[src/rtl/dram_arbiter_if.sv]
// dram_arbiter_if - request/response bus between one RAM master and the
// data-RAM arbiter.
//
// Ports (signals):
//   req     master -> arbiter  request; held with its payload until gnt
//   we      master -> arbiter  write (1) / read (0)
//   lock    master -> arbiter  keep arbitration after this beat
//   addr    master -> arbiter  12-bit byte address
//   sel     master -> arbiter  4-bit lane select, RAM encoding
//   wdata   master -> arbiter  32-bit write data
//   gnt     arbiter -> master  request accepted this cycle (combinational)
//   rvalid  arbiter -> master  one-cycle read completion pulse
//   rdata   arbiter -> master  read data, valid with rvalid, held afterwards
interface dram_arbiter_if;
   logic        req;
   logic        we;
   logic        lock;
   logic [11:0] addr;
   logic [3:0]  sel;
   logic [31:0] wdata;
   logic        gnt;
   logic        rvalid;
   logic [31:0] rdata;

   modport master (
      output req, we, lock, addr, sel, wdata,
      input  gnt, rvalid, rdata
   );

   modport slave (
      input  req, we, lock, addr, sel, wdata,
      output gnt, rvalid, rdata
   );
endinterface

[src/rtl/dram_arbiter.sv]
// dram_arbiter - two-master arbiter and access sequencer for the single-port
// 4 KB data RAM (4 byte lanes, combinational read).
//
// Master 0 is the core load/store unit, master 1 the DMA/debug loader.
// Round-robin arbitration with an optional lock for multi-beat sequences.
// Each accepted request is latched into a single access stage lasting
// ACCESS_CYCLES cycles; ram_we pulses and read data is captured only on the
// last cycle of the stage.
//
// Ports:
//   clk        clock, all state on the rising edge
//   rst        asynchronous active-high reset
//   m0, m1     dram_arbiter_if.slave request buses (master 0 / master 1)
//   ram_we     RAM write enable
//   ram_addr   RAM byte address
//   ram_sel    RAM lane select (0 while idle)
//   ram_wdata  RAM write data
//   ram_rdata  RAM read data (combinational from the RAM)
//   busy       access stage occupied
//
// state  | meaning
// -------+-----------------------------------------------------------------
// IDLE   | stage empty, RAM lanes deselected
// ACCESS | stage holds a latched request; count runs 0..ACCESS_CYCLES-1
module dram_arbiter #(
   parameter int ACCESS_CYCLES = 1,
   parameter bit M0_FIRST      = 1'b1
) (
   input  logic                  clk,
   input  logic                  rst,
   dram_arbiter_if.slave         m0,
   dram_arbiter_if.slave         m1,
   output logic                  ram_we,
   output logic [11:0]           ram_addr,
   output logic [3:0]            ram_sel,
   output logic [31:0]           ram_wdata,
   input  logic [31:0]           ram_rdata,
   output logic                  busy
);

   typedef enum logic {
      IDLE   = 1'b0,
      ACCESS = 1'b1
   } state_t;

   localparam logic [3:0] LAST_COUNT = 4'(ACCESS_CYCLES - 1);

   state_t      state;
   state_t      state_nxt;
   logic [3:0]  count;

   // Arbitration state. last_grant holds the id of the most recent winner,
   // so the other master wins the next tie.
   logic        last_grant;
   logic        lock_held;
   logic        lock_id;

   // Access stage latches.
   logic        lat_we;
   logic        lat_owner;
   logic [11:0] lat_addr;
   logic [3:0]  lat_sel;
   logic [31:0] lat_wdata;

   logic        rvalid0;
   logic        rvalid1;
   logic [31:0] rdata0;
   logic [31:0] rdata1;

   logic        last_cycle;
   logic        stage_free;
   logic        gnt0;
   logic        gnt1;
   logic        any_gnt;
   logic        win_lock;

   // Next-state, arbitration and RAM strobes.
   always_comb begin
      state_nxt  = state;
      gnt0       = 1'b0;
      gnt1       = 1'b0;
      last_cycle = (state == ACCESS) && (count == LAST_COUNT);
      stage_free = (state == IDLE) || last_cycle;

      if (stage_free) begin
         if (lock_held) begin
            // The lock owner keeps the stage even while it is not requesting.
            if (lock_id) begin
               gnt1 = m1.req;
            end else begin
               gnt0 = m0.req;
            end
         end else if (m0.req && m1.req) begin
            if (last_grant) begin
               gnt0 = 1'b1;
            end else begin
               gnt1 = 1'b1;
            end
         end else begin
            gnt0 = m0.req;
            gnt1 = m1.req;
         end
      end

      any_gnt = gnt0 || gnt1;

      case (state)
         IDLE: begin
            if (any_gnt) begin
               state_nxt = ACCESS;
            end
         end
         ACCESS: begin
            // A grant on the last cycle refills the stage with no bubble.
            if (last_cycle && !any_gnt) begin
               state_nxt = IDLE;
            end
         end
         default: state_nxt = IDLE;
      endcase

      ram_we  = (state == ACCESS) && lat_we && (count == LAST_COUNT);
      ram_sel = (state == ACCESS) ? lat_sel : 4'h0;
   end

   assign win_lock = gnt1 ? m1.lock : m0.lock;

   always_ff @(posedge clk or posedge rst) begin
      if (rst) begin
         state <= IDLE;
         count <= 4'd0;
      end else begin
         state <= state_nxt;
         if (any_gnt) begin
            count <= 4'd0;
         end else if ((state == ACCESS) && !last_cycle) begin
            count <= count + 4'd1;
         end else begin
            count <= 4'd0;
         end
      end
   end

   always_ff @(posedge clk or posedge rst) begin
      if (rst) begin
         last_grant <= M0_FIRST;
         lock_held  <= 1'b0;
         lock_id    <= 1'b0;
         lat_we     <= 1'b0;
         lat_owner  <= 1'b0;
         lat_addr   <= 12'h000;
         lat_sel    <= 4'h0;
         lat_wdata  <= 32'h0000_0000;
      end else if (any_gnt) begin
         last_grant <= gnt1;
         lock_held  <= win_lock;
         lock_id    <= gnt1;
         lat_owner  <= gnt1;
         lat_we     <= gnt1 ? m1.we    : m0.we;
         lat_addr   <= gnt1 ? m1.addr  : m0.addr;
         lat_sel    <= gnt1 ? m1.sel   : m0.sel;
         lat_wdata  <= gnt1 ? m1.wdata : m0.wdata;
      end
   end

   // Read completion: capture RAM data on the last access cycle of a read and
   // flag it to the owner for exactly one cycle. rdata holds until that
   // master's next read completes.
   always_ff @(posedge clk or posedge rst) begin
      if (rst) begin
         rvalid0 <= 1'b0;
         rvalid1 <= 1'b0;
         rdata0  <= 32'h0000_0000;
         rdata1  <= 32'h0000_0000;
      end else begin
         rvalid0 <= last_cycle && !lat_we && !lat_owner;
         rvalid1 <= last_cycle && !lat_we &&  lat_owner;
         if (last_cycle && !lat_we && !lat_owner) begin
            rdata0 <= ram_rdata;
         end
         if (last_cycle && !lat_we && lat_owner) begin
            rdata1 <= ram_rdata;
         end
      end
   end

   assign ram_addr  = lat_addr;
   assign ram_wdata = lat_wdata;
   assign busy      = (state == ACCESS);

   assign m0.gnt    = gnt0;
   assign m1.gnt    = gnt1;
   assign m0.rvalid = rvalid0;
   assign m1.rvalid = rvalid1;
   assign m0.rdata  = rdata0;
   assign m1.rdata  = rdata1;

endmodule

[src/flat_wrapper.sv]
// flat-port wrapper written by rule: the top's interface ports become plain ports
module dram_arbiter_flat 
#(
   parameter int ACCESS_CYCLES = 1,
   parameter bit M0_FIRST      = 1'b1
)
  (clk, rst, ram_we, ram_addr, ram_sel, ram_wdata, ram_rdata, busy, m0_req, m0_we, m0_lock, m0_addr, m0_sel, m0_wdata, m0_gnt, m0_rvalid, m0_rdata, m1_req, m1_we, m1_lock, m1_addr, m1_sel, m1_wdata, m1_gnt, m1_rvalid, m1_rdata);
  dram_arbiter_if m0_i ();
  dram_arbiter_if m1_i ();
  input  logic clk;
  input  logic rst;
  output logic ram_we;
  output logic [11:0] ram_addr;
  output logic [3:0] ram_sel;
  output logic [31:0] ram_wdata;
  input  logic [31:0] ram_rdata;
  output logic busy;
  input wire logic [$bits(m0_i.req)-1:0] m0_req;
  input wire logic [$bits(m0_i.we)-1:0] m0_we;
  input wire logic [$bits(m0_i.lock)-1:0] m0_lock;
  input wire logic [$bits(m0_i.addr)-1:0] m0_addr;
  input wire logic [$bits(m0_i.sel)-1:0] m0_sel;
  input wire logic [$bits(m0_i.wdata)-1:0] m0_wdata;
  output wire logic [$bits(m0_i.gnt)-1:0] m0_gnt;
  output wire logic [$bits(m0_i.rvalid)-1:0] m0_rvalid;
  output wire logic [$bits(m0_i.rdata)-1:0] m0_rdata;
  input wire logic [$bits(m1_i.req)-1:0] m1_req;
  input wire logic [$bits(m1_i.we)-1:0] m1_we;
  input wire logic [$bits(m1_i.lock)-1:0] m1_lock;
  input wire logic [$bits(m1_i.addr)-1:0] m1_addr;
  input wire logic [$bits(m1_i.sel)-1:0] m1_sel;
  input wire logic [$bits(m1_i.wdata)-1:0] m1_wdata;
  output wire logic [$bits(m1_i.gnt)-1:0] m1_gnt;
  output wire logic [$bits(m1_i.rvalid)-1:0] m1_rvalid;
  output wire logic [$bits(m1_i.rdata)-1:0] m1_rdata;
  assign m0_i.req = m0_req;
  assign m0_i.we = m0_we;
  assign m0_i.lock = m0_lock;
  assign m0_i.addr = m0_addr;
  assign m0_i.sel = m0_sel;
  assign m0_i.wdata = m0_wdata;
  assign m0_gnt = m0_i.gnt;
  assign m0_rvalid = m0_i.rvalid;
  assign m0_rdata = m0_i.rdata;
  assign m1_i.req = m1_req;
  assign m1_i.we = m1_we;
  assign m1_i.lock = m1_lock;
  assign m1_i.addr = m1_addr;
  assign m1_i.sel = m1_sel;
  assign m1_i.wdata = m1_wdata;
  assign m1_gnt = m1_i.gnt;
  assign m1_rvalid = m1_i.rvalid;
  assign m1_rdata = m1_i.rdata;
  dram_arbiter #(.ACCESS_CYCLES(ACCESS_CYCLES), .M0_FIRST(M0_FIRST)) u_core (.clk(clk), .rst(rst), .m0(m0_i), .m1(m1_i), .ram_we(ram_we), .ram_addr(ram_addr), .ram_sel(ram_sel), .ram_wdata(ram_wdata), .ram_rdata(ram_rdata), .busy(busy));
endmodule
[config.mk]
export PLATFORM = sky130hd
export DESIGN_NAME = dram_arbiter_flat
export DESIGN_NICKNAME = d
export VERILOG_FILES = /design/src/rtl/dram_arbiter_if.sv /design/src/rtl/dram_arbiter.sv /design/src/flat_wrapper.sv
export SDC_FILE = /design/constraint.sdc
export NUM_CORES = 1
export LEC_CHECK = 0
export BUFFER_PORTS_ARGS = -buffer_cell sky130_fd_sc_hd__buf_2
export CAP_MARGIN = 20
export CORE_ASPECT_RATIO = 0.75
export CORE_MARGIN = 1.5
export CORE_UTILIZATION = 25
export CTS_BUF_LIST = sky130_fd_sc_hd__clkbuf_8 sky130_fd_sc_hd__clkbuf_16
export DETAILED_ROUTE_END_ITERATION = 10
export PLACE_DENSITY = 0.56
export SYNTH_ARGS = -nofsm -noshare
export SYNTH_HDL_FRONTEND = slang
export SYNTH_SLANG_ARGS = --single-unit
[constraint.sdc]
create_clock -name clk -period 11.5 [get_ports clk]
set_clock_uncertainty 0.05 [all_clocks]
set_input_delay 1.725 -clock clk [delete_from_list [all_inputs] [get_ports clk]]
set_output_delay 1.725 -clock clk [all_outputs]
set_load 0.005 [all_outputs]
== Word-level counts from Yosys, hierarchy flattened ==
Index checks and enable logic that the tools add are counted.
Cells by class
  reduce and logical (&&, ||, !) cells: 16
  shift operators: 0
  multipliers: 0
  divide/modulo/power cells: 0
  add/subtract/negate cells: 1
  magnitude comparators: 0
  mux-type cells: 21
  equality and inequality tests: 0
  bitwise logic cells: 1
Operators by type and width (count)
  $mux W32: 1
  $mux W4: 4
  $mux W1: 14
  $mux W12: 1
  $logic_and A1 B1 Y1: 9
  $add A4 B1 Y4 const B: 1
  $logic_not A1 Y1: 4
  $logic_not A4 Y1: 1
  $logic_or A1 B1 Y1: 2
  $pmux W1 S2: 1
  $not A1 Y1: 1
Word-level totals
  memories kept: 0
  output and inout bits: 118
  latch bits: 0
  bits in writable memories: 0
  word-level logic and storage cells: 52
  bits in registers: 123
  ROM bits: 0

== Logic depth before layout (Yosys ltp) ==
  depth after elaboration: 9
  gate-level depth with buffers: 8

== Worst setup path after synthesis ==
No wires, ideal clock.
  kind: input-to-output
  start point: in m0_req
  end point: out m0_gnt
  path buffers: 1
  path slack: 7.323 ns
  arrival: 2.402 ns
  stages on the path: 4
  required time: 9.725 ns
  path through: a21boi_1 o21ai_1 clkbuf_1 nor2_1
Between the ends
  word-level cells in the longest chain between the ends: 4
RTL lines
  from (decl): RTL line flat_wrapper.sv:18  | input wire logic [$bits(m0_i.req)-1:0] m0_req;
  $logic_and A1 B1 Y1: RTL line dram_arbiter.sv:93  | end else if (m0.req && m1.req) begin
  $mux W1: RTL line dram_arbiter.sv:93
  $mux W1 *: RTL line dram_arbiter.sv:86  | if (lock_held) begin
  $mux W1 *: RTL line dram_arbiter.sv:85  | if (stage_free) begin
  to (decl): RTL line flat_wrapper.sv:24  | output wire logic [$bits(m0_i.gnt)-1:0] m0_gnt;
Mark *: on every way between the ends. The rest lies on a longest branch, timed or not.

== Worst setup path in the final report ==
Ends and elaborated chain as after synthesis.

==> results.py <==
metrics = {
    "logic_synthesis": {
        "dominantRegCellSynth": "dfrtp_1",
        "syn_inst": 362,
        "ys_warn_count": 0,
        "synth_common_cells": "dfrtp_1 (122), mux2_2 (54), o22ai_1 (51)",
        "syn_area_mm2": 0.00507,
        "synth_cell_type_count": 38,
        "synth-edff-count": 0,
        "ys_seq_elements": 123,
        "avgSynthCellArea_um2": 14.0,
        "synthTopCellsByArea": "dfrtp_1 (60%), mux2_2 (12%), a2bb2oi_1 (8.3%)",
        "syn_nets": 500,
        "synth_top_area_share_pct": 60.2,
        "async_flop_share_pct": 100,
        "synth_top_cell_by_area": "dfrtp_1",
        "synth_seq_area_share_pct": 60.7,
        "yosysMostFrequentCell": "dfrtp_1",
    },
    "setup_path": {
        "r2r-start": "u_core.count[0]$_DFF_PP0_",
        "critPathCaptureType": "output pin",
        "worstPathMaxFanout": 6,
        "crit_type": "in -> out",
        "required_ns": 9.73,
        "worstPathArrival_ns": 2.52,
        "critPathLaunchType": "primary input",
        "crit_path_start": "m0_req",
    },
    "flow_run": {
        "maxCapViolations": 0,
    },
    "power": {
        "cellPowerDensity_mw_per_mm2": 283,
        "p_leak_uw": 0.00343,
        "switchingPower_uw": 602,
        "pwr-share-seq_pct": 37.1,
        "p_clk_share_pct": 29.0,
        "combPwrFrac_pct": 33.9,
        "switching_share_pct": 29.5,
        "p_int_uw": 1440,
        "ir_drop_mv": 0.116,
    },
    "cts": {
        "cts_tree": "done",
        "path_clk_slew_ns": 0.06,
        "cts_setup_buffers": 0,
        "cts.sink_count": 123,
        "insertion_delay_ns": 0.41,
        "cts_buffers": 17,
        "ctsHoldBuffers": 0,
        "post_cts_resized": 0,
        "clk_path_buf_depth": 2,
        "root_buffer": "clkbuf_16",
        "htree_levels": 4,
    },
    "place": {
        "routabilityCongestion": 0.747,
        "portBuffers": 253,
        "dpl_worst_slack_ns": 7.20,
        "dpl.hpwl_mm": 9.39,
        "dpl_cell_area_mm2": 0.00651,
        "placed_cells": 843,
    },
    "route": {
        "via_count": 3982,
        "m1WireLength_mm": 5.98,
        "maxUsedRoutingLayer": "met4",
        "dr_wl_met2_mm": 6.17,
        "routed_wl_mm": 13.2,
        "detail-route-antenna-nets": 0,
        "avgRoutedWirePerCell_um": 15.0,
        "wl_met3_um": 834,
        "dr.pass1.iters": 4,
        "drc": 0,
        "drtIter0Drc": 154,
        "vias_per_cell": 4.55,
    },
    "floorplanning": {
        "die_area_mm2": 0.0212,
        "io_pins": 254,
        "rows": 44,
        "core_area_mm2": 0.0196,
        "die_y_um": 126,
        "initial_core_util_pct": 25.9,
        "die_w_um": 168,
    },
    "finish": {
        "antennaDiodeCount": 0,
        "fillCellCount": 1947,
        "stdcell_count": 876,
        "final_util_pct": 36.7,
        "nets": 748,
        "stdcell_area_mm2": 0.00719,
        "area_growth_pct": 41.7,
        "layout-drive-gt1-share_pct": 57.9,
    },
    "timing": {
        "setup_violations": 0,
        "worst_pin_slew_ns": 0.882,
        "min_period_ns": 4.30,
        "drv_slew": 0,
        "setup_slack_ns": 7.20,
        "hold_violations": 0,
        "finalCritPeriodShare_pct": 37.4,
        "max_freq_mhz": 233,
        "tns_ns": 0,
        "rsz0062_at_grt": "false",
        "relSlewSlack_pct": 41.0,
    },
    "worst_hold_path": {
        "hp-class": "reg -> reg",
        "holdCritStartpoint": "u_core.m1.rdata[3]$_DFFE_PP0P_",
    },
    "outcome": {
        "outcome": "completed",
    },
    "grt": {
        "grt_usage_pct": 12.8,
        "first_global_vias": 4131,
        "grt_max_degree": 67,
        "overflow": 0,
        "grt_pass1_wl_mm": 21.5,
        "antenna_found_initial": 0,
    },
}
metal layers:
| metal | up-vias | GRT usage, % |
|---|---|---|
| met5 | - | 0 |
| met4 | 0 | 4.77 |
| met3 | 11 | 3.93 |
| met2 | 147 | 20.3 |
| met1 | 1946 | 16.4 |
| li1 | 1878 | - |
flip-flops by register name, indices dropped and copies added (netlist names):
| register | count |
|---|---|
| u_core.m0.rvalid | 1 |
| u_core.ram_wdata | 32 |
| u_core.m1.rdata | 32 |
| u_core.m1.rvalid | 1 |
| u_core.ram_addr | 12 |
| u_core.busy | 1 |
| u_core.lat_sel | 4 |
| u_core.lat_owner | 1 |
| u_core.m0.rdata | 32 |
| u_core.last_grant | 1 |
| u_core.lock_held | 1 |
| u_core.lat_we | 1 |
| u_core.count | 4 |
kinds of logic after synthesis:
logic type,after synthesis,synth area share [%]
simple gates,26,2.91
buf+inv,34,4.54
flops,123,60.7
xor+xnor,2,0.345
mux,64,14.9
compound gates,111,16.2
fa+ha+maj,2,0.493
final timing paths:
check | endpoint | slack (ns) | cells past startpoint
worst min-delay path | u_core.m1.rdata[3]$_DFFE_PP0P_ | 0.45 | 1
worst max register to register | u_core.m1.rdata[2]$_DFFE_PP0P_ | 9.04 | 6
min in group asynchronous | u_core.m0.rdata[0]$_DFFE_PP0P_ | 1.38 | 2
worst min register to register | u_core.m1.rdata[3]$_DFFE_PP0P_ | 0.45 | 1
max in group asynchronous | u_core.m1.rdata[6]$_DFFE_PP0P_ | 8.70 | 3
worst max-delay path | m0_gnt | 7.20 | 5
cell usage in the layout (no fill, tap or decap), types with 2 or more instances in the layout:
master / Yosys / layout
nand2b_1: 3 / 3
a21oi_1: 2 / 2
and2_1: 7 / 7
o21ai_4: 0 / 2
dfrtp_1: 122 / 122
mux2_4: 9 / 9
xnor2_1: 2 / 2
buf_2: 6 / 253
buf_4: 2 / 4
clkinv_2: 0 / 2
nor2_1: 4 / 4
mux2_2: 54 / 54
bufinv_16: 0 / 5
a2bb2oi_1: 48 / 48
ha_1: 2 / 2
o22ai_1: 51 / 51
nand2_1: 4 / 4
clkbuf_16: 0 / 17
clkinv_4: 0 / 4
inv_1: 5 / 4
clkinvlp_4: 0 / 2
critical path, cell delays in order:
cell,delay [ns]
buf_2,0.13
a21boi_1,0.33
o21ai_4,0.10
nor2_1,0.10
buf_2,0.14
metrics by stage:
step                      power, µW  hold slack, ns
after floorplan                1160           0.405
after global placement         1440           0.418
after detailed placement       1460           0.437
after CTS                      2070           0.449
after global routing           2170           0.468
final                          2040           0.446
power groups by stage:
stage / Clock (µW) / Combinational (µW) / Sequential, µW
detailed placement: 0 / 701 / 760
global placement: 0 / 686 / 752
CTS: 607 / 700 / 758
floorplan: 0 / 396 / 765
global route: 630 / 754 / 787
finish: 591 / 692 / 756
layout make-up:
type	count	area, µm²	area share (%)
Sequential cell	123	3080	42.8
Multi-Input combinational cell	205	1790	24.9
Timing Repair Buffer	258	1320	18.4
Clock buffer	18	439	6.11
Tap cell	253	317	4.40
Clock inverter	14	219	3.04
Inverter	5	21.3	0.296
(Power assumes the default switching activity.)
